### src/rtl/paralelo_serial_lanes_if.sv
// Handshake and serial-output bundle for the multi-lane parallel-to-serial converter.
interface paralelo_serial_lanes_if #(
    parameter int WIDTH = 8,
    parameter int LANES = 1
);
    logic                   active;
    logic [LANES*WIDTH-1:0] data_in;
    logic                   valid_in;
    logic                   ready_out;
    logic [LANES-1:0]       serial_out;
    logic                   word_sync;
    logic                   data_flag;

    modport master (
        output active, data_in, valid_in,
        input  ready_out, serial_out, word_sync, data_flag
    );

    modport slave (
        input  active, data_in, valid_in,
        output ready_out, serial_out, word_sync, data_flag
    );
endinterface

### src/rtl/paralelo_serial_lanes.sv
// Multi-lane parallel-to-serial converter. All lanes share one word boundary;
// data/idle switching only happens there so the far-end aligner stays locked.

// One lane: a one-word holding buffer and an MSB-first shift register.
module paralelo_serial_lane #(
    parameter int               WIDTH        = 8,
    parameter logic [WIDTH-1:0] IDLE_PATTERN = '0
) (
    input  logic             clk,
    input  logic             reset,
    input  logic             boundary,
    input  logic             sel_buf,
    input  logic             sel_in,
    input  logic             buf_we,
    input  logic [WIDTH-1:0] word_in,
    output logic             serial
);
    logic [WIDTH-1:0] buf_q;
    logic [WIDTH-1:0] sr;

    // Holding buffer captures the lane word on an accepted transfer.
    always_ff @(posedge clk or posedge reset) begin
        if (reset)       buf_q <= '0;
        else if (buf_we) buf_q <= word_in;
    end

    // Load a new word at the boundary (buffer, bypassed input, or idle); shift otherwise.
    always_ff @(posedge clk or posedge reset) begin
        if (reset) begin
            sr <= '0;
        end else if (boundary) begin
            if (sel_buf)     sr <= buf_q;
            else if (sel_in) sr <= word_in;
            else             sr <= IDLE_PATTERN;
        end else begin
            sr <= {sr[WIDTH-2:0], 1'b0};
        end
    end

    assign serial = sr[WIDTH-1];
endmodule

module paralelo_serial_lanes #(
    parameter int               WIDTH        = 8,
    parameter int               LANES        = 1,
    parameter logic [WIDTH-1:0] IDLE_PATTERN = 8'hBC
) (
    input logic                    clk,
    input logic                    reset,
    paralelo_serial_lanes_if.slave bus
);
    localparam int CW = $clog2(WIDTH);

    typedef enum logic {S_IDLE, S_DATA} state_t;

    state_t                       state, state_n;
    logic [CW-1:0]                bit_cnt;
    logic                         buf_v, buf_v_n;
    logic                         ready_r, sync_r;
    logic                         boundary, xfer, sel_buf, sel_in, buf_we;
    logic [LANES-1:0][WIDTH-1:0]  lane_word;
    logic [LANES-1:0]             ser;

    assign lane_word = bus.data_in;

    // Boundary decisions and buffer bookkeeping. A word arriving exactly at a
    // boundary with the buffer empty goes straight to the shift registers.
    always_comb begin
        boundary = (bit_cnt == CW'(WIDTH - 1));
        xfer     = bus.valid_in & ready_r;
        sel_buf  = boundary & bus.active & buf_v;
        sel_in   = boundary & bus.active & ~buf_v & xfer;
        buf_we   = xfer & ~sel_in;
        buf_v_n  = (buf_v & ~sel_buf) | buf_we;
        state_n  = state;
        if (boundary) state_n = (sel_buf | sel_in) ? S_DATA : S_IDLE;
    end

    // State, bit counter, buffer valid and registered handshake/sync outputs.
    always_ff @(posedge clk or posedge reset) begin
        if (reset) begin
            state   <= S_IDLE;
            bit_cnt <= CW'(WIDTH - 1);
            buf_v   <= 1'b0;
            ready_r <= 1'b0;
            sync_r  <= 1'b0;
        end else begin
            state   <= state_n;
            bit_cnt <= boundary ? '0 : bit_cnt + CW'(1);
            buf_v   <= buf_v_n;
            ready_r <= ~buf_v_n;
            sync_r  <= boundary;
        end
    end

    for (genvar k = 0; k < LANES; k++) begin : g_lane
        paralelo_serial_lane #(
            .WIDTH        (WIDTH),
            .IDLE_PATTERN (IDLE_PATTERN)
        ) u_lane (
            .clk      (clk),
            .reset    (reset),
            .boundary (boundary),
            .sel_buf  (sel_buf),
            .sel_in   (sel_in),
            .buf_we   (buf_we),
            .word_in  (lane_word[k]),
            .serial   (ser[k])
        );
    end

    assign bus.serial_out = ser;
    assign bus.ready_out  = ready_r;
    assign bus.word_sync  = sync_r;
    assign bus.data_flag  = (state == S_DATA);
endmodule

### src/flat_wrapper.sv
// flat-port wrapper written by rule: the top's interface ports become plain ports
module paralelo_serial_lanes_flat 
#(
    parameter int               WIDTH        = 8,
    parameter int               LANES        = 1,
    parameter logic [WIDTH-1:0] IDLE_PATTERN = 8'hBC
)
  (clk, reset, bus_active, bus_data_in, bus_valid_in, bus_ready_out, bus_serial_out, bus_word_sync, bus_data_flag);
  paralelo_serial_lanes_if #(.WIDTH(WIDTH), .LANES(LANES)) bus_i ();
  input logic clk;
  input logic reset;
  input wire logic [$bits(bus_i.active)-1:0] bus_active;
  input wire logic [$bits(bus_i.data_in)-1:0] bus_data_in;
  input wire logic [$bits(bus_i.valid_in)-1:0] bus_valid_in;
  output wire logic [$bits(bus_i.ready_out)-1:0] bus_ready_out;
  output wire logic [$bits(bus_i.serial_out)-1:0] bus_serial_out;
  output wire logic [$bits(bus_i.word_sync)-1:0] bus_word_sync;
  output wire logic [$bits(bus_i.data_flag)-1:0] bus_data_flag;
  assign bus_i.active = bus_active;
  assign bus_i.data_in = bus_data_in;
  assign bus_i.valid_in = bus_valid_in;
  assign bus_ready_out = bus_i.ready_out;
  assign bus_serial_out = bus_i.serial_out;
  assign bus_word_sync = bus_i.word_sync;
  assign bus_data_flag = bus_i.data_flag;
  paralelo_serial_lanes #(.WIDTH(WIDTH), .LANES(LANES), .IDLE_PATTERN(IDLE_PATTERN)) u_core (.clk(clk), .reset(reset), .bus(bus_i));
endmodule
### config.mk
export PLATFORM = sky130hd
export DESIGN_NAME = paralelo_serial_lanes_flat
export DESIGN_NICKNAME = d
export VERILOG_FILES = /design/src/rtl/paralelo_serial_lanes_if.sv /design/src/rtl/paralelo_serial_lanes.sv /design/src/flat_wrapper.sv
export SDC_FILE = /design/constraint.sdc
export NUM_CORES = 1
export LEC_CHECK = 0
export ABC_AREA = 1
export CORE_ASPECT_RATIO = 0.5
export CORE_UTILIZATION = 40
export CTS_CLUSTER_DIAMETER = 80
export DETAILED_ROUTE_END_ITERATION = 16
export GPL_TIMING_DRIVEN = 0
export HOLD_SLACK_MARGIN = 0.02
export PLACE_DENSITY = 0.65
export SLEW_MARGIN = 20
export SYNTH_ARGS = -nofsm -noshare
export SYNTH_HDL_FRONTEND = slang
export SYNTH_HIERARCHICAL = 1
export SYNTH_SLANG_ARGS = --single-unit
### constraint.sdc
create_clock -name clk -period 2.6 [get_ports clk]
set_clock_uncertainty 0.05 [all_clocks]
set_input_delay 0.39 -clock clk [delete_from_list [all_inputs] [get_ports clk]]
set_output_delay 0.39 -clock clk [all_outputs]
set_load 0.05 [all_outputs]
# Yosys cells after proc, flatten, opt, wreduce, memory -nomap -nowiden
# Cells that the tools add are included.
[word_totals]
mem_bits_rw = 0
rom_bits = 0
latch_bits = 0
regBits = 23
out_inout_bits = 4
n_memories = 0
wordCells = 27
[classes]
n_mux = 5
reduce_logical = 0
n_eq_ne = 1
addsub = 1
multipliers = 0
div = 0
n_lt_le_gt_ge = 0
bitwise_logic = 13
shifts = 0
[op_table]
columns = ["cell", "count"]
rows = [
  ["2-to-1 mux 8 bit", 3],
  ["AND 1 bit", 7],
  ["inverter 1 bit", 4],
  ["adder 3 x 1 -> 3 bit, second input constant", 1],
  ["== test 3 bit, second input constant", 1],
  ["2-to-1 mux 3 bit", 1],
  ["bitwise OR 1 bit", 2],
  ["2-to-1 mux 1 bit", 1],
]

# Logic depth before layout (Yosys ltp)
[logic_depth]
depth_word = 8
depth_mapped = 11

# By module
# The synthesis kept the hierarchy.
[by_module_without_submodules]
columns = ["module", "n_inst", "area_per_inst_um2", "cells_each", "seq_area_each_um2"]
rows = [
  ["paralelo_serial_lane", 1, 754.5, 95, 400.4],
  ["paralelo_serial_lanes", 1, 300.3, 30, 178.9],
]

# Least setup slack after synthesis
# No wires, ideal clock.
[synth_timing]
kind = "register to register"
startpoint = "register u_core.bit_cnt[0]"
endpoint = "register u_core.g_lane[0].u_lane.sr[2]"
path_buffers = 0
synth_period_minus_slack_ns = 1.818
t_required_ns = 2.434
slack_ns = 0.782
path_stages_with_launch = 10
arrival_ns = 1.651
setup_ns = 0.116
cell_sequence = "dfstp_2 > ha_1 > ha_1 > nand3_2 > nor2_1 > inv_2 > nor2_2 > nand2_1 > nand2_1 > nand2_1"
[synth_via]
elab_chain_cells = 7
word_cells_on_any_way = 8
[synth_lines]
columns = ["item", "line", "source"]
rows = [
  ["start, declared", "paralelo_serial_lanes.sv:57", "logic [CW-1:0] bit_cnt;"],
  ["start signal, assigned", "paralelo_serial_lanes.sv:83", "bit_cnt <= CW'(WIDTH - 1);"],
  ["start signal, assigned", "paralelo_serial_lanes.sv:89", "bit_cnt <= boundary ? '0 : bit_cnt + CW'(1);"],
  ["== test 3 bit", "paralelo_serial_lanes.sv:69", "boundary = (bit_cnt == CW'(WIDTH - 1));"],
  ["named net u_core.boundary", "paralelo_serial_lanes.sv:60", "logic boundary, xfer, sel_buf, sel_in, buf_we;"],
  ["AND 1 bit (3 in a row)", "paralelo_serial_lanes.sv:72", "sel_in = boundary & bus.active & ~buf_v & xfer;"],
  ["named net u_core.sel_in", "paralelo_serial_lanes.sv:60", ""],
  ["2-to-1 mux 8 bit", "paralelo_serial_lanes.sv:33", "else if (sel_in) sr <= word_in;"],
  ["2-to-1 mux 8 bit", "paralelo_serial_lanes.sv:32", "if (sel_buf) sr <= buf_q;"],
  ["2-to-1 mux 8 bit", "paralelo_serial_lanes.sv:31", "end else if (boundary) begin"],
  ["end signal, assigned", "paralelo_serial_lanes.sv:32", ""],
  ["end signal, assigned", "paralelo_serial_lanes.sv:33", ""],
  ["end signal, assigned", "paralelo_serial_lanes.sv:36", "sr <= {sr[WIDTH-2:0], 1'b0};"],
  ["end, declared", "paralelo_serial_lanes.sv:19", "logic [WIDTH-1:0] sr;"],
]
# The timed path passes the listed nets, and every way through them passes these cells.
# A chain may end at the register's enable or synchronous reset.

# Final worst setup path
[layout_timing]
startpoint = "register u_core.bit_cnt[0]"
endpoint = "register u_core.g_lane[0].u_lane.sr[3]"
# Same word-level chain as after synthesis.

==> out/metrics.yaml <==
status:
  outcome: "completed"
global_routing:
  first_global_vias: 663
  grt_overflow: 0
  grt_pass1_wl_um: 3040
  grt_max_degree: 17
  grt_use_total: 0.154
  antenna_found_initial: 0
timing:
  period_needed_ns: 2.17
  finalCritPeriodShare: 0.834
  worst_pin_slew_ns: 0.637
  hold_viol: 0
  rsz0062_at_grt: "no"
  fin_tns_setup_ns: 0
  maxSlewHeadroom: 0.575
  maxSlewViolCount: 0
  finalSetupViolations: 0
  fin_worst_hold_slack_ns: 0.363
  fmax_mhz: 461
power_and_ir_drop:
  p_int_w: 0.000639
  combPwrFrac: 0.232
  ir_drop_v: 0.000358
  p_sw_w: 0.000271
  leakage_nw: 0.643
  p_seq_frac: 0.527
  sw_frac_of_total: 0.298
  powerDensity_mw_per_mm2: 703
  power.clock.fraction: 0.242
run:
  maxCapViolCount: 0
route:
  drc_errors: 0
  drtIter0Drc: 25
  via_per_inst: 4.26
  avgRoutedWirePerCell_um: 9.86
  wirelength_um: 1770
  ant_nets: 0
  route.vias.total: 763
  firstDrtPassIters: 4
clocking:
  cts_root_buf: "clkbuf_8"
  cts_buffers: 3
  path_clk_slew_ns: 0.08
  clock_latency_ns: 0.26
  holdBufCountCts: 0
  clk_path_buf_depth: 2
  cts_tree: "yes"
  cts_resized: 0
  cts.sinks: 23
  h-tree-depth: 1
  postCtsSetupRepairBufs: 0
floorplanning:
  initial_core_util: 0.447
  die_x_um: 74.6
  io-pin-count: 16
  core_area_sq_mm: 0.00236
  die_h_um: 38.3
  die_area_sq_mm: 0.00286
  rows: 12
placed_design:
  routabilityCongestion: 0.722
  port_buffers: 15
  dp_hpwl_um: 1260
  placed_area_sq_mm: 0.00125
logic_synthesis:
  seq_area_frac_synth: 0.549
  ys_ff_latch: 23
  synthesis.area_sq_mm: 0.00105
  synth_fp_nets: 139
  synth_cell_types: 16
  yosysWarningCount: 6
  synth_area_per_cell_sq_um: 8.44
  synth_cells: 125
min_path:
  hp-class: "input pin to async pin"
layout:
  fin_util: 0.549
  area_delta_synth_final_pct: 22.7
  drive_gt1_frac: 0.146
  final_cell_mix: "nand2_1, inv_1, dfrtp_1"
  n_antenna_cell: 0
  final_nets: 159
  fin_area_sq_mm: 0.00129
  mostFrequentLayoutCell: "nand2_1"
worst_setup_path:
  path_cells: "ha_1, ha_1, nand3_2, nor2_1, inv_2, nor2_2, nand2_1, nand2_1, nand2_1"
  slowest_delay_ns: 0.54
  cp_max_fo: 11
  path_buf_inv: 1
  cp_slowest_cell: "dfstp_2"
  cp.required_ns: 2.71
  critPathArrivalTime_ns: 2.28
  critPathLaunchType: "register"
  endpoint_kind: "register"
  setup.worst_path.class: "register to register"
  crit_path_frequent_cell: "nand2_1"
  crit_family: "simple AND/OR/NAND/NOR gates"
==> registers in the layout (all words and copies together) (netlist names) <==
| register | cells |
|---|---|
| u_core/bit_cnt | 3 |
| u_core/buf_v | 1 |
| u_core/bus.data_flag | 1 |
| u_core/bus.ready_out | 1 |
| u_core/bus.word_sync | 1 |
| u_core/g_lane.u_lane/buf_q | 8 |
| u_core/g_lane.u_lane/sr | 8 |
==> stage by stage <==
step	total power, W	setup WS, ns	instances
2_1_floorplan	0.000632	0.782	125
3_3_place_gp	0.000696	0.456	175
3_5_place_dp	0.000701	0.431	175
4_1_cts	0.000923	0.421	179
5_1_grt	0.000966	0.258	179
6_report	0.000910	0.431	179
==> Yosys cell counts <==
cell type,instances,area share
a21oi_2,4,0.033
nand2_2,1,0.0059
ha_1,2,0.024
nor2_1,9,0.032
a21oi_1,4,0.019
nor2_2,2,0.012
nand3_1,1,0.0047
buf_6,2,0.021
dfstp_2,3,0.075
buf_4,1,0.0071
inv_2,3,0.011
dfrtp_1,20,0.47
nand3_2,2,0.019
o21ai_1,8,0.038
inv_1,22,0.078
nand2_1,41,0.15
==> final timing paths <==
check / startpoint / end / slack, ns / cells past startpoint
min: reset / u_core/bus.ready_out$_DFF_PP0_ / 0.36 / 2
max reg2reg: u_core/bit_cnt[0]$_DFF_PP1_ / u_core/g_lane[0].u_lane/sr[3]$_DFF_PP0_ / 0.43 / 9
max in group asynchronous: reset / u_core/g_lane[0].u_lane/sr[6]$_DFF_PP0_ / 1.57 / 2
min in group clk: u_core/g_lane[0].u_lane/sr[4]$_DFF_PP0_ / u_core/g_lane[0].u_lane/sr[5]$_DFF_PP0_ / 0.41 / 2
max: u_core/bit_cnt[0]$_DFF_PP1_ / u_core/g_lane[0].u_lane/sr[3]$_DFF_PP0_ / 0.43 / 9
min reg2reg: u_core/g_lane[0].u_lane/sr[4]$_DFF_PP0_ / u_core/g_lane[0].u_lane/sr[5]$_DFF_PP0_ / 0.41 / 2
==> per-layer routing <==
layer	track usage	vias up	wire, um
li1	-	409	-
met4	0.0566	0	21
met3	0.0474	2	59
met5	0	-	0
met1	0.201	338	950
met2	0.243	14	733
==> cell type report <==
class / instances / area (sq um)
fill: 230 / 1060
sequential: 23 / 579
multi-input combinational: 74 / 352
timing repair buffer: 15 / 150
inverter: 25 / 93.8
clock buffer: 4 / 45.0
tap: 35 / 43.8
buffer: 3 / 30.0
==> power by group through the flow <==
stage,Combinational (W),Clock (W),Sequential [W]
global route,0.000238,0.000240,0.000489
detailed placement,0.000214,0,0.000487
floorplan,0.000110,0,0.000521
finish,0.000211,0.000220,0.000479
global placement,0.000210,0,0.000486
CTS,0.000215,0.000228,0.000480
==> cell families (layout without fill, tap and decap cells) <==
family | after synthesis | count (layout) | share of synthesized area
simple gates | 56 | 56 | 0.219
buf+inv | 28 | 47 | 0.117
fa+ha+maj | 2 | 2 | 0.0237
compound gates | 16 | 16 | 0.0902
flops | 23 | 23 | 0.549
No activity file was read; power rests on OpenSTA's default activity.
